--- config.mk ---
export PLATFORM = sky130hd
export DESIGN_NAME = imem_loader_flat
export DESIGN_NICKNAME = d
export VERILOG_FILES = /design/src/rtl/imem_loader_if.sv /design/src/rtl/imem_loader.sv /design/src/flat_wrapper.sv
export SDC_FILE = /design/constraint.sdc
export NUM_CORES = 1
export LEC_CHECK = 0
export ABC_AREA = 1
export BUFFER_PORTS_ARGS = -buffer_cell sky130_fd_sc_hd__clkbuf_2
export CELL_PAD_IN_SITES_DETAIL_PLACEMENT = 1
export CELL_PAD_IN_SITES_GLOBAL_PLACEMENT = 1
export CORE_AREA = 2 2 76 133
export CTS_CLUSTER_DIAMETER = 80
export DETAILED_ROUTE_END_ITERATION = 10
export DIE_AREA = 0 0 78 135
export HOLD_SLACK_MARGIN = 0.08
export PLACE_DENSITY_LB_ADDON = 0.1
export REMOVE_ABC_BUFFERS = 1
export SLEW_MARGIN = 20
export SYNTH_ARGS = -nofsm -noshare
export SYNTH_HDL_FRONTEND = slang
export SYNTH_SLANG_ARGS = --single-unit
--- constraint.sdc ---
create_clock -name clk -period 1.63 [get_ports clk]
set_input_delay 0.326 -clock clk [delete_from_list [all_inputs] [get_ports clk]]
set_output_delay 0.326 -clock clk [all_outputs]
set_load 0.03 [all_outputs]
--- src/rtl/imem_loader_if.sv ---
// imem_loader_if
//   Groups the word stream (upstream producer -> loader) and the byte-wide
//   instruction-memory write port (loader -> memory) into one bundle.
//
//   Signals
//     word_valid  producer has a word available
//     word_data   32-bit instruction word
//     word_last   marks the final word of a program
//     word_ready  loader accepts the word this cycle
//     mem_we      byte write strobe to instruction memory
//     mem_addr    byte address (ADDR_W bits)
//     mem_wdata   byte data
//
//   Modports
//     master  the environment side: drives the word stream, observes the
//             handshake and the memory port
//     slave   the loader side: consumes the word stream, drives the memory port
interface imem_loader_if #(
    parameter int ADDR_W = 8
);
    logic              word_valid;
    logic [31:0]       word_data;
    logic              word_last;
    logic              word_ready;
    logic              mem_we;
    logic [ADDR_W-1:0] mem_addr;
    logic [7:0]        mem_wdata;

    modport master (
        output word_valid, word_data, word_last,
        input  word_ready, mem_we, mem_addr, mem_wdata
    );

    modport slave (
        input  word_valid, word_data, word_last,
        output word_ready, mem_we, mem_addr, mem_wdata
    );
endinterface

--- src/rtl/imem_loader.sv ---
// imem_loader
//   Accepts a stream of 32-bit instruction words and writes each one into a
//   byte-wide instruction memory as four little-endian byte writes, starting
//   at byte address 0. While loading, the downstream processor is held in
//   reset; once the program is complete (word_last) or capacity is reached,
//   the processor is released and done is raised.
//
//   Parameters
//     ADDR_W     instruction-memory byte-address width
//     MAX_WORDS  load capacity in 32-bit words (MAX_WORDS*4 <= 2**ADDR_W)
//
//   Ports
//     clk         rising-edge clock
//     reset       asynchronous, active-low reset
//     start       pulse that begins a load (honoured in IDLE and DONE only)
//     bus         imem_loader_if.slave: word stream in, memory write port out
//     cpu_reset   active-high processor reset hold (low only in DONE)
//     done        load finished
//     overflow    capacity reached without seeing word_last
//     word_count  words accepted in the current load
//     checksum    modulo-2^32 sum of accepted words
//
//   Build option
//     IMEM_LOADER_CHECKSUM_EN  when defined, checksum accumulates every
//                              accepted word; otherwise it is tied to 0.
module imem_loader #(
    parameter int ADDR_W    = 8,
    parameter int MAX_WORDS = 64
) (
    input  logic         clk,
    input  logic         reset,
    input  logic         start,
    imem_loader_if.slave bus,
    output logic         cpu_reset,
    output logic         done,
    output logic         overflow,
    output logic [6:0]   word_count,
    output logic [31:0]  checksum
);

    typedef enum logic [1:0] {
        IDLE,
        WAIT_WORD,
        WRITE,
        DONE
    } state_t;

    localparam logic [6:0]        MAX_CNT   = 7'(MAX_WORDS);
    localparam logic [ADDR_W-1:0] WORD_STEP = ADDR_W'(4);

    state_t            state_q, state_d;
    logic              last_q, last_d;
    logic [1:0]        byte_q, byte_d;
    logic [ADDR_W-1:0] base_q, base_d;
    logic [ADDR_W-1:0] addr_q, addr_d;
    logic [7:0]        wdata_q, wdata_d;
    logic [6:0]        count_q, count_d;
    logic              ovf_q, ovf_d;
    // Upper three bytes of the captured word; byte 0 goes straight to
    // mem_wdata on the acceptance edge so it never needs storing.
    logic [23:0]       hi_q;

    logic              accept;
    logic              restart;

    assign accept  = (state_q == WAIT_WORD) && bus.word_valid;
    assign restart = ((state_q == IDLE) || (state_q == DONE)) && start;

    // ---- next-state / datapath decode ----
    always_comb begin
        state_d = state_q;
        last_d  = last_q;
        byte_d  = byte_q;
        base_d  = base_q;
        addr_d  = addr_q;
        wdata_d = wdata_q;
        count_d = count_q;
        ovf_d   = ovf_q;

        unique case (state_q)
            IDLE, DONE: begin
                if (start) begin
                    state_d = WAIT_WORD;
                    count_d = '0;
                    base_d  = '0;
                    ovf_d   = 1'b0;
                end
            end
            WAIT_WORD: begin
                if (bus.word_valid) begin
                    state_d = WRITE;
                    last_d  = bus.word_last;
                    count_d = count_q + 7'd1;
                    // First byte is presented together with mem_we on the
                    // very next cycle, so address/data are loaded here.
                    addr_d  = base_q;
                    wdata_d = bus.word_data[7:0];
                    base_d  = base_q + WORD_STEP;
                    byte_d  = 2'd0;
                end
            end
            WRITE: begin
                if (byte_q == 2'd3) begin
                    // Address/data are left untouched so they hold the last
                    // written byte while mem_we is low.
                    if (last_q || (count_q == MAX_CNT)) begin
                        state_d = DONE;
                        ovf_d   = !last_q && (count_q == MAX_CNT);
                    end else begin
                        state_d = WAIT_WORD;
                    end
                end else begin
                    byte_d = byte_q + 2'd1;
                    addr_d = addr_q + ADDR_W'(1);
                    case (byte_q)
                        2'd0:    wdata_d = hi_q[7:0];
                        2'd1:    wdata_d = hi_q[15:8];
                        default: wdata_d = hi_q[23:16];
                    endcase
                end
            end
            default: state_d = IDLE;
        endcase
    end

    // ---- state register ----
    always_ff @(posedge clk or negedge reset) begin
        if (!reset) begin
            state_q <= IDLE;
            last_q  <= 1'b0;
            byte_q  <= 2'd0;
            base_q  <= '0;
            addr_q  <= '0;
            wdata_q <= 8'd0;
            count_q <= 7'd0;
            ovf_q   <= 1'b0;
        end else begin
            state_q <= state_d;
            last_q  <= last_d;
            byte_q  <= byte_d;
            base_q  <= base_d;
            addr_q  <= addr_d;
            wdata_q <= wdata_d;
            count_q <= count_d;
            ovf_q   <= ovf_d;
        end
    end

    // Pure data holding register: only ever read after a capture, so it
    // carries no reset.
    always_ff @(posedge clk) begin
        if (accept) begin
            hi_q <= bus.word_data[31:8];
        end
    end

`ifdef IMEM_LOADER_CHECKSUM_EN
    logic [31:0] sum_q, sum_d;

    always_comb begin
        sum_d = sum_q;
        if (restart) begin
            sum_d = 32'd0;
        end else if (accept) begin
            sum_d = sum_q + bus.word_data;
        end
    end

    always_ff @(posedge clk or negedge reset) begin
        if (!reset) begin
            sum_q <= 32'd0;
        end else begin
            sum_q <= sum_d;
        end
    end

    assign checksum = sum_q;
`else
    assign checksum = 32'd0;
`endif

    // All handshake and status outputs decode directly from the state so an
    // asynchronous reset takes effect on them immediately.
    assign bus.word_ready = (state_q == WAIT_WORD);
    assign bus.mem_we     = (state_q == WRITE);
    assign bus.mem_addr   = addr_q;
    assign bus.mem_wdata  = wdata_q;
    assign cpu_reset      = (state_q != DONE);
    assign done           = (state_q == DONE);
    assign overflow       = ovf_q;
    assign word_count     = count_q;

endmodule

--- src/flat_wrapper.sv ---
// flat-port wrapper written by rule: the top's interface ports become plain ports
module imem_loader_flat 
#(
    parameter int ADDR_W    = 8,
    parameter int MAX_WORDS = 64
)
  (clk, reset, start, cpu_reset, done, overflow, word_count, checksum, bus_word_valid, bus_word_data, bus_word_last, bus_word_ready, bus_mem_we, bus_mem_addr, bus_mem_wdata);
  imem_loader_if #(.ADDR_W(ADDR_W)) bus_i ();
  input  logic clk;
  input  logic reset;
  input  logic start;
  output logic cpu_reset;
  output logic done;
  output logic overflow;
  output logic [6:0] word_count;
  output logic [31:0] checksum;
  input wire logic [$bits(bus_i.word_valid)-1:0] bus_word_valid;
  input wire logic [$bits(bus_i.word_data)-1:0] bus_word_data;
  input wire logic [$bits(bus_i.word_last)-1:0] bus_word_last;
  output wire logic [$bits(bus_i.word_ready)-1:0] bus_word_ready;
  output wire logic [$bits(bus_i.mem_we)-1:0] bus_mem_we;
  output wire logic [$bits(bus_i.mem_addr)-1:0] bus_mem_addr;
  output wire logic [$bits(bus_i.mem_wdata)-1:0] bus_mem_wdata;
  assign bus_i.word_valid = bus_word_valid;
  assign bus_i.word_data = bus_word_data;
  assign bus_i.word_last = bus_word_last;
  assign bus_word_ready = bus_i.word_ready;
  assign bus_mem_we = bus_i.mem_we;
  assign bus_mem_addr = bus_i.mem_addr;
  assign bus_mem_wdata = bus_i.mem_wdata;
  imem_loader #(.ADDR_W(ADDR_W), .MAX_WORDS(MAX_WORDS)) u_core (.clk(clk), .reset(reset), .start(start), .bus(bus_i), .cpu_reset(cpu_reset), .done(done), .overflow(overflow), .word_count(word_count), .checksum(checksum));
endmodule
Yosys cells after proc, flatten, opt, wreduce, memory -nomap -nowiden:

Cells that the tools add are included.

* bitwise gates (word level): 0
* shift-type cells: 0
* multiplexer cells: 25
* $mul: 0
* div/mod/pow operators: 0
* order comparisons: 0
* add/sub/neg operators: 4
* eq/ne operators: 12
* reduce and logical (&&, ||, !) cells: 15

Operator list (number)
* $pmux 8 s2: 4
* $mux 8: 6
* $mux 7: 2
* $pmux 7 s2: 1
* $mux 2: 6
* $reduce_and 3->1: 3
* $add 8x1->8 const B: 1
* $add 8x3->8 const B: 1
* $ne 2x2->1 const B: 4
* $add 7x1->7 const B: 1
* $eq 7x7->1 const B: 1
* $eq 2x2->1 const B: 3
* $pmux 2 s3: 1
* $reduce_bool 2->1: 3
* $eq 2x1->1 const B: 2
* $logic_not 2->1: 2
* $ne 2x1->1 const B: 2
* $pmux 2 s2: 1
* $reduce_and 4->1: 1
* $mux 1: 3
* $add 2x1->2 const B: 1
* $logic_and 1x1->1: 2
* $pmux 1 s2: 1
* $reduce_and 2->1: 1
* other kinds (3): 3

* memories: 0
* bits in registers: 61
* word-level logic and storage cells: 65
* input bits: 37
* bits in writable memories: 0
* latch bits: 0
* memory bits (read-only): 0
* output and inout port bits: 60

Logic depth before layout (Yosys ltp):

Gate-level depths: netlist (run 1).

* word-level depth: 5
* gate-level depth with buffers: 11
* depth with buffers taken out: 11

Worst setup path after synthesis (run 1):

OpenSTA, ideal clock, no wires.

* kind: register to register
* start point: register u_core.state_q[1]
* end point: register u_core.hi_q[0], enable pin
* setup time: 0.359 ns
* cell stages (with the launch flop): 6
* slack: -0.214 ns
* data arrival time: 1.485 ns
* clock period less this slack: 1.844 ns
* cells stage by stage: dfrtp_1 -> inv_1 -> ha_1 -> buf_4 -> nand2_1 -> inv_2

* cells in the longest elaborated chain, start to end: 2

RTL lines
* start, declared: RTL line imem_loader.sv:51 `state_t state_q, state_d;`
* start signal, assigned: RTL line imem_loader.sv:138 `state_q <= state_d;`
* $eq 2x1->1
* via bus_word_ready: RTL line flat_wrapper.sv:20 `output wire logic [$bits(bus_i.word_ready)-1:0] bus_word_ready;`
* $logic_and 1x1->1: RTL line imem_loader.sv:66 `assign accept = (state_q == WAIT_WORD) && bus.word_valid;`
* via u_core.accept: RTL line imem_loader.sv:63 `logic accept;`
* end signal, assigned: RTL line imem_loader.sv:153 `hi_q <= bus.word_data[31:8];`
* end, declared: RTL line imem_loader.sv:61 `logic [23:0] hi_q;`

The timed path passes the listed nets, and every way through them passes these cells.
A chain may end at the register's enable or synchronous reset.

Worst setup path in the final report (run 1):

* start point: register u_core.state_q[1]
* end point: output port bus_word_ready

* cells in the longest elaborated chain, start to end: 1

RTL lines
* $eq 2x1->1: RTL line imem_loader.sv:184 `assign bus.word_ready = (state_q == WAIT_WORD);`
* end, declared: RTL line flat_wrapper.sv:20

Every way passes these cells.

==> results.toml, run 1 <==
[pwr]
peakVddDrop_uv = 894
power-per-cell-area_nw_per_um2 = 1910
p_leak_nw = 2.10
totalPowerFinal_w = 0.00810

[timing]
min_period_ps = 1610
hold_viol = 0
slew_violations = 0
hold_slack_ps = 174
setup_violations = 0
tns_ps = 0
worst_slack_ps = 21.1
period_share_pct = 98.7
rsz0062_at_grt = "yes"
finClkSkew_ps = 4.04
fmax_ghz = 0.622

[yosys]
synth.most_common_cell = "nand2_1"
ys_seq_area_share_pct = 50.6
synth_adder_area_share_pct = 4.36
synth_compound_area_share_pct = 8.00
yosysTopAreaCell = "dfrtp_1"
ys_types = 22
yosys_warnings = 0
synthSimpleGateAreaFrac_pct = 22.0
synth-async-reset-ratio_pct = 59.3
synth-seq-cells = 59
synth_common_cells = "nand2_1, buf_4, dfrtp_1, inv_1, nand3_1"
synthCells = 361
synthXorXnorAreaFrac_pct = 0.832
synth_top_family_by_area = "simple AND/OR/NAND/NOR gates"
synthDominantCellAreaShare_pct = 27.7
syn_area_um2 = 3160
synthMuxAreaShare_pct = 0
synth_edf_count = 24
synth.area.top_cells = "dfrtp_1, edfxtp_1, nand2_1, buf_4, ha_1"
ys.flop_type = "dfrtp_1"
syn_area_per_cell_um2 = 8.75

[flow_run]
max_cap_viol_count = 0

[floorplanning]
core_area_um2 = 9410
initial_utilization_pct = 33.6
io_pins = 97
die_area_um2 = 10500
die_y_um = 135
die_w_um = 78
rows = 47

[clock_tree]
cts_made_buffers = 9
clockBufferDepth = 2
cts_max_level = 3
cts_root_buf = "clkbuf_16"
clock_latency_ps = 330
cts.sinks = 59
clk_pin_slew_ps = 50
cts_tree = "yes"

[placed_design]
portBuffers = 64
post-place-ws_ps = 14.3
dp_hpwl_um = 6240
gp_congestion = 0.770

[critical_path]
reg2reg_slack_ps = 40
critPathTopFamily = "flip-flops"
slowest_stage = "dfrtp_2"
path_cells = "inv_2 -> ha_4 -> buf_12 -> clkbuf_16"
critPathMaxStageDelay_ps = 440
critical_path_class = "register to output port"
path_max_fanout = 7
path_buf_inv = 3
critPathRequiredTime_ps = 1300
arrival_ps = 1280
cp-start-kind = "register"
end_kind = "output port"

[grt]
gr-total-overflow = 0
antenna_found_initial = 0
grt_max_degree = 36
grt_pass1_vias = 2884
grt_pass1_wl_um = 13800
track_usage_pct = 17.1

[min_path]
hp-class = "input pin to register"

[layout]
n_fill_cell = 1136
fin_nets = 511
antennaDiodeCount = 0
drive_gt1_share_pct = 29.7
layout-area-overhead-vs-synth_pct = 34.5

[outcome]
status = "complete, no violations"

[drt]
wl_per_cell_um = 14.8
vias_per_cell = 4.61
drc = 0
ant_nets = 0
drt-pass1-iter-count = 4
first_iter_violations = 62
routed_wirelength_um = 8720
vias = 2722
-- placed cells by master, fill, tap and decap left out, drive strengths merged --
cell,count
a21oi,19
buf,37
bufinv,1
clkbuf,76
clkinv,1
clkinvlp,2
conb,32
dfrtp,35
dlygate4sd3,1
edfxtp,24
ha,11
inv,37
nand2,100
nand3,27
nand4,13
nor2,21
o211ai,6
o21ai,21
o21bai,1
xnor2,2
xor2,1
-- timing repair --
item | 4_1_cts | 5_1_grt
gates cloned | 1 | 2
setup buffers | 7 | 7
gates resized for setup | 24 | 21
pin swaps | 2 | 5
endpoints found under the hold margin | 35 | 0
hold buffers | 1 | 0
endpoints found under the setup margin | 6 | 20
-- worst paths after layout --
check                                    endpoint         startpoint  cells after the start
setup / recovery                   bus_word_ready  u_core.state_q[1]                      4
hold / removal                     u_core.hi_q[8]  bus_word_data[16]                      1
setup reg to reg           u_core.bus.mem_addr[2]  u_core.state_q[0]                      9
hold reg to reg                   u_core.overflow    u_core.overflow                      2
max in group asynchronous       u_core.state_q[0]              reset                      3
min in group asynchronous    u_core.word_count[1]              reset                      3
-- cell families (layout without fill, tap and decap cells) --
| group | after synthesis | count (layout) |
|---|---|---|
| buf+inv | 79 | 155 |
| compound gates | 47 | 47 |
| other cells | 1 | 32 |
| fa+ha+maj | 11 | 11 |
| flops | 59 | 59 |
| xor+xnor | 3 | 3 |
| simple gates | 161 | 161 |
-- flip-flops by register name, summed over array words and instances (netlist names) --
register              cells
u_core.hi_q              24
u_core.bus.mem_wdata      8
u_core.base_q             6
u_core.byte_q             2
u_core.last_q             1
u_core.overflow           1
u_core.state_q            2
u_core.bus.mem_addr       8
u_core.word_count         7
-- stage by stage --
stage / util [%] / instance area, µm² / std cells
after floorplan: - / 2970 / 350
after global placement: 38.6 / 3630 / 556
after detailed placement: 38.6 / 3630 / 556
after CTS: 43.5 / 4090 / 581
after global routing: 45.2 / 4250 / 590
final: 45.2 / 4250 / 590
-- layout make-up --
| cell class | count | area (µm²) | area share (%) |
|---|---|---|---|
| Clock inverter | 4 | 50.0 | 1.18 |
| Inverter | 37 | 139 | 3.27 |
| Tap cell | 122 | 153 | 3.59 |
| Multi-Input combinational cell | 254 | 1300 | 30.7 |
| Sequential cell | 59 | 1600 | 37.6 |
| Clock buffer | 12 | 256 | 6.04 |
| Timing Repair Buffer | 102 | 749 | 17.6 |
-- report_power, final --
| group | internal [W] | switching, W | total, W |
|---|---|---|---|
| Clock | 0.00126 | 0.000655 | 0.00192 |
| Combinational | 0.00157 | 0.00228 | 0.00385 |
| Sequential | 0.00199 | 0.000345 | 0.00233 |
-- routing by layer --
| metal | GRT usage, % | wire length (µm) |
|---|---|---|
| met5 | 0 | 0 |
| met4 | 7.12 | 168 |
| met3 | 3.34 | 369 |
| met2 | 34.0 | 5160 |
| met1 | 16.7 | 3020 |
(Power assumes the default switching activity.)
==> inputs of run 2 (changes only) <==
--- a/config.mk
+++ b/config.mk
@@ -9,10 +9,10 @@
 export BUFFER_PORTS_ARGS = -buffer_cell sky130_fd_sc_hd__clkbuf_2
 export CELL_PAD_IN_SITES_DETAIL_PLACEMENT = 1
 export CELL_PAD_IN_SITES_GLOBAL_PLACEMENT = 1
-export CORE_AREA = 2 2 76 133
+export CORE_AREA = 2 2 70 122
 export CTS_CLUSTER_DIAMETER = 80
 export DETAILED_ROUTE_END_ITERATION = 10
-export DIE_AREA = 0 0 78 135
+export DIE_AREA = 0 0 72 124
 export HOLD_SLACK_MARGIN = 0.08
 export PLACE_DENSITY_LB_ADDON = 0.1
 export REMOVE_ABC_BUFFERS = 1
==> constraint.sdc (replaced) <==
create_clock -name clk -period 1.86 [get_ports clk]
set_input_delay 0.372 -clock clk [delete_from_list [all_inputs] [get_ports clk]]
set_output_delay 0.372 -clock clk [all_outputs]
set_load 0.03 [all_outputs]
==> results.toml, run 2 (synthesis gave the netlist of run 1 again) <==
[critical_path]
reg2regPathDepth = 9
setup.worst_path.start = "u_core.state_q[0]"
endpoint = "bus_mem_we"
end_kind = "output port"
timing.rr.end = "u_core.bus.mem_wdata[4]"
critPathRequiredTime_ps = 1490
path_max_fanout = 12
critical_path_class = "register to output port"
reg2reg_slack_ps = 230
timing.rr.start = "u_core.state_q[0]"
cp-start-kind = "register"
arrival_ps = 1420

[clock_tree]
clock_latency_ps = 320
cts_hold_buf = 0
cts.sinks = 59
cts_root_buf = "clkbuf_16"
clk_pin_slew_ps = 60
cts_tree = "yes"
clockBufferDepth = 2
cts_made_buffers = 9
cts_max_level = 3

[timing]
period_share_pct = 96.3
finClkSkew_ps = 6.78
hold_viol = 0
setup_violations = 0
tns_ps = 0
slew_violations = 0
min_period_ps = 1790
fmax_ghz = 0.558

[drt]
ant_nets = 0
drc = 0
routed_wirelength_um = 7940
wl_per_cell_um = 14.9
first_iter_violations = 94
vias_per_cell = 4.97
vias = 2652
drt-pass1-iter-count = 4

[layout]
layout-area-overhead-vs-synth_pct = 22.1
drive_gt1_share_pct = 23.2
layoutNonFillerInstCount = 534
antennaDiodeCount = 0
top_register = "u_core.hi_q"
final_cell_mix = "nand2_1, clkbuf_2, inv_1, dfrtp_1, conb_1"
largest_register_ffs = 24
fin_nets = 487
final_common_cell = "nand2_1"

[grt]
gr-total-overflow = 0
grt_pass1_vias = 2741
grt_pass1_wl_um = 12800
track_usage_pct = 18.8
grt_max_degree = 36
antenna_found_initial = 0

[floorplanning]
io_pins = 97
die_y_um = 124
initial_utilization_pct = 39.9
core_area_um2 = 7910
rows = 43
die_w_um = 72
die_area_um2 = 8930

[placed_design]
dp_hpwl_um = 6010
portBuffers = 64
dpl.cell_count = 515
gp_congestion = 0.844

[flow_run]
max_cap_viol_count = 0

[min_path]
hp-class = "input pin to async pin"

[pwr]
power-per-cell-area_nw_per_um2 = 1640
peakVddDrop_uv = 752
p_leak_nw = 1.93

[outcome]
status = "complete, no violations"
## run 2: cell types whose count changed in the layout (fill, tap and decap cells not counted), sizes merged
cell         delta
clkbuf          -2
buf            -23
clkinv          +3
dlygate4sd3     -1
clkinvlp        -1
## run 2: routing by layer
metal,vias to the layer above,track usage (%),share of wire [%]
met5,-,0,0
met4,0,7.43,2.5
met3,15,4.05,4.0
met2,71,37.9,58
met1,1294,17.8,36
li1,1272,-,-
## run 2: area by class of cell
| class | count | area (µm²) |
|---|---|---|
| Tap cell | 90 | 113 |
| Multi-Input combinational cell | 254 | 1260 |
| Clock buffer | 10 | 229 |
| Timing Repair Buffer | 78 | 463 |
| Inverter | 37 | 139 |
| Fill cell | 970 | 4050 |
| Sequential cell | 59 | 1600 |
| Clock inverter | 6 | 56.3 |
## run 2: metrics by stage
stage / hold slack [ps] / worst slack, ps / util [%] / power, W / area (µm²)
after detailed placement: 456 / 60.4 / 44.4 / 0.00467 / 3510
after CTS: 119 / -26.1 / 48.4 / 0.00637 / 3830
after floorplan: 76.4 / -333 / - / 0.00366 / 2970
final: 84.2 / 68.3 / 48.8 / 0.00634 / 3860
after global routing: 141 / -3.47 / 48.8 / 0.00678 / 3860
after global placement: 454 / 54.9 / 44.4 / 0.00460 / 3510
## run 2: what timing repair did
| item | in CTS | in global routing |
|---|---|---|
| gates resized for setup | 7 | 5 |
| setup endpoints to repair | 2 | 3 |
| buffers inserted | 0 | 3 |
## run 2: power by group
group	switching, W	internal, W
clock network	0.000570	0.00102
logic	0.00181	0.000885
registers	0.000311	0.00174
## run 2: critical path, cell delays in order (launching register included)
cell,delay (ps)
dfrtp_2,450
inv_1,110
ha_4,190
buf_8,150
clkbuf_4,190
## run 2: how the worst min path moves through the flow
stage,to
3_5_place_dp,u_core.word_count[4]
2_1_floorplan,u_core.base_q[2]
3_3_place_gp,u_core.last_q
6_report,u_core.word_count[5]
5_1_grt,u_core.last_q
4_1_cts,u_core.word_count[4]
==> inputs of run 3 (changes only) <==
--- a/config.mk
+++ b/config.mk
@@ -9,10 +9,10 @@
 export BUFFER_PORTS_ARGS = -buffer_cell sky130_fd_sc_hd__clkbuf_2
 export CELL_PAD_IN_SITES_DETAIL_PLACEMENT = 1
 export CELL_PAD_IN_SITES_GLOBAL_PLACEMENT = 1
-export CORE_AREA = 2 2 70 122
+export CORE_AREA = 2 2 76 133
 export CTS_CLUSTER_DIAMETER = 80
 export DETAILED_ROUTE_END_ITERATION = 10
-export DIE_AREA = 0 0 72 124
+export DIE_AREA = 0 0 78 135
 export HOLD_SLACK_MARGIN = 0.08
 export PLACE_DENSITY_LB_ADDON = 0.1
 export REMOVE_ABC_BUFFERS = 1
==> constraint.sdc (replaced) <==
create_clock -name clk -period 1.5 [get_ports clk]
set_input_delay 0.3 -clock clk [delete_from_list [all_inputs] [get_ports clk]]
set_output_delay 0.3 -clock clk [all_outputs]
set_load 0.03 [all_outputs]
==> results.toml, run 3 (synthesis gave the netlist of run 1 again) <==
[outcome]
status = "finished with violations"
violations = "setup timing"

[critical_path]
arrival_ps = 1910
critPathRequiredTime_ps = 1720
slowest_stage = "dfrtp_1"
cp-start-kind = "register"
path_max_fanout = 6
critPathTopFamily = "buffers and inverters"
path_buf_inv = 4
end_kind = "register"
path_cells = "buf_6 -> ha_4 -> buf_6 -> o211ai_1 -> buf_4 -> buf_12 -> a21oi_2 -> nand2_1 -> nand2_1"
critical_path_class = "register to register"
critPathMaxStageDelay_ps = 400

[drt]
first_iter_violations = 40
drt-pass1-iter-count = 4
wl_per_cell_um = 15.9
vias_per_cell = 4.66
ant_nets = 0
routed_wirelength_um = 9510
drc = 0
vias = 2775

[layout]
largest_register_ffs = 24
n_fill_cell = 1104
top_register = "u_core.hi_q"
final_cell_mix = "nand2_1, clkbuf_2, dfrtp_1"
antennaDiodeCount = 0
regArea_um2 = 1600
final_common_cell = "nand2_1"
layout-area-overhead-vs-synth_pct = 45.2
drive_gt1_share_pct = 36.7
multi_input_area_um2 = 1460
fin_nets = 517

[timing]
fmax_ghz = 0.593
finClkSkew_ps = 4.60
setup_violations = 22
period_share_pct = 112
hold_slack_ps = 138
rsz0062_at_grt = "yes"
hold_viol = 0
min_period_ps = 1690
worst_slack_ps = -186
slew_violations = 0
tns_ps = -2580

[pwr]
seqPwrFrac_pct = 25.8
peakVddDrop_uv = 1320
power-per-cell-area_nw_per_um2 = 2170
p_leak_nw = 2.24
p_clk_share_pct = 24.5
switchingPower_w = 0.00404
p_sw_share_pct = 40.5
p_int_w = 0.00594
combPwrFrac_pct = 49.7

[grt]
grt_pass1_wl_um = 14600
grt_max_degree = 25
track_usage_pct = 18.3
antenna_found_initial = 0
grt_pass1_vias = 2956
gr-total-overflow = 0

[clock_tree]
cts.sinks = 59
clockBufferDepth = 2
clk_pin_slew_ps = 50
cts_root_buf = "clkbuf_16"
cts_max_level = 3
clock_latency_ps = 330
cts_tree = "yes"
cts_made_buffers = 9

[min_path]
hp-class = "input pin to register"

[floorplanning]
die_w_um = 78
die_area_um2 = 10500
io_pins = 97
initial_utilization_pct = 33.6
rows = 47
core_area_um2 = 9410
die_y_um = 135

[flow_run]
max_cap_viol_count = 0

[placed_design]
gp_congestion = 0.784
dp_hpwl_um = 6450
portBuffers = 64
==> run 3: changes by cell type in the layout (fill, tap and decap cells not counted), moves of 8 or more <==
cell,before,now
nand2_1,98,83
buf_6,0,13
nand2_4,0,11
o21ai_0,16,6
a21oi_1,19,10
buf_4,11,20
a21oi_2,0,8
==> run 3: final timing paths <==
path | from | to | slack [ps] | cells past startpoint
max | u_core.state_q[1] | u_core.bus.mem_addr[6] | -190 | 9
min | bus_word_data[21] | u_core.hi_q[13] | 140 | 1
max reg2reg | u_core.state_q[1] | u_core.bus.mem_addr[6] | -190 | 9
min reg2reg | u_core.overflow | u_core.overflow | 470 | 2
max in group asynchronous | reset | u_core.base_q[5] | 550 | 3
min in group asynchronous | reset | u_core.word_count[3] | 450 | 2
==> run 3: cell type report <==
cell class	count	area share, %
sequential	59	34.9
multi-input combinational	254	31.7
timing repair buffer	108	19.2
clock buffer	12	5.59
tap	122	3.33
inverter	37	3.19
clock inverter	4	2.13
==> run 3: through the flow <==
step | power, W | setup slack [ps] | cell area (µm²) | utilization [%] | instances
floorplan | 0.00453 | -693 | 2970 | - | 350
global placement | 0.00596 | -60.6 | 3690 | 39.2 | 562
detailed placement | 0.00606 | -108 | 3690 | 39.2 | 562
CTS | 0.00931 | -113 | 4320 | 45.9 | 589
global route | 0.0106 | -225 | 4590 | 48.8 | 596
finish | 0.00997 | -186 | 4590 | 48.8 | 596
==> run 3: routing by layer <==
layer	vias up	GRT usage, %	wire length [µm]	part of all wire, %
li1	1338	-	-	-
met1	1340	17.5	3280	35
met2	81	35.4	5610	59
met3	16	4.28	367	3.9
met4	0	9.45	242	2.5
met5	-	0	0	0
==> run 3: power by group through the flow <==
stage	logic [W]	registers [W]	clock network (W)
detailed placement	0.00351	0.00254	0
global placement	0.00344	0.00252	0
CTS	0.00428	0.00253	0.00250
floorplan	0.00166	0.00287	0
finish	0.00495	0.00257	0.00245
global route	0.00535	0.00264	0.00258
==> run 3: worst register-to-register path, stage by stage, from the launching register on <==
cell and delay, ps:
dfrtp_1 400, buf_6 140, ha_4 180, buf_6 130
o211ai_1 210, buf_4 220, buf_12 140, a21oi_2 40
nand2_1 70, nand2_1 50
==> run 3: repair_timing <==
| item | 4_1_cts | 5_1_grt |
|---|---|---|
| setup buffers | 8 | 3 |
| hold endpoints to repair | 12 | 0 |
| cloned | 2 | 4 |
| pin swaps | 8 | 20 |
| hold buffers | 1 | 0 |
| setup endpoints to repair | 37 | 63 |
| resized for setup | 54 | 53 |
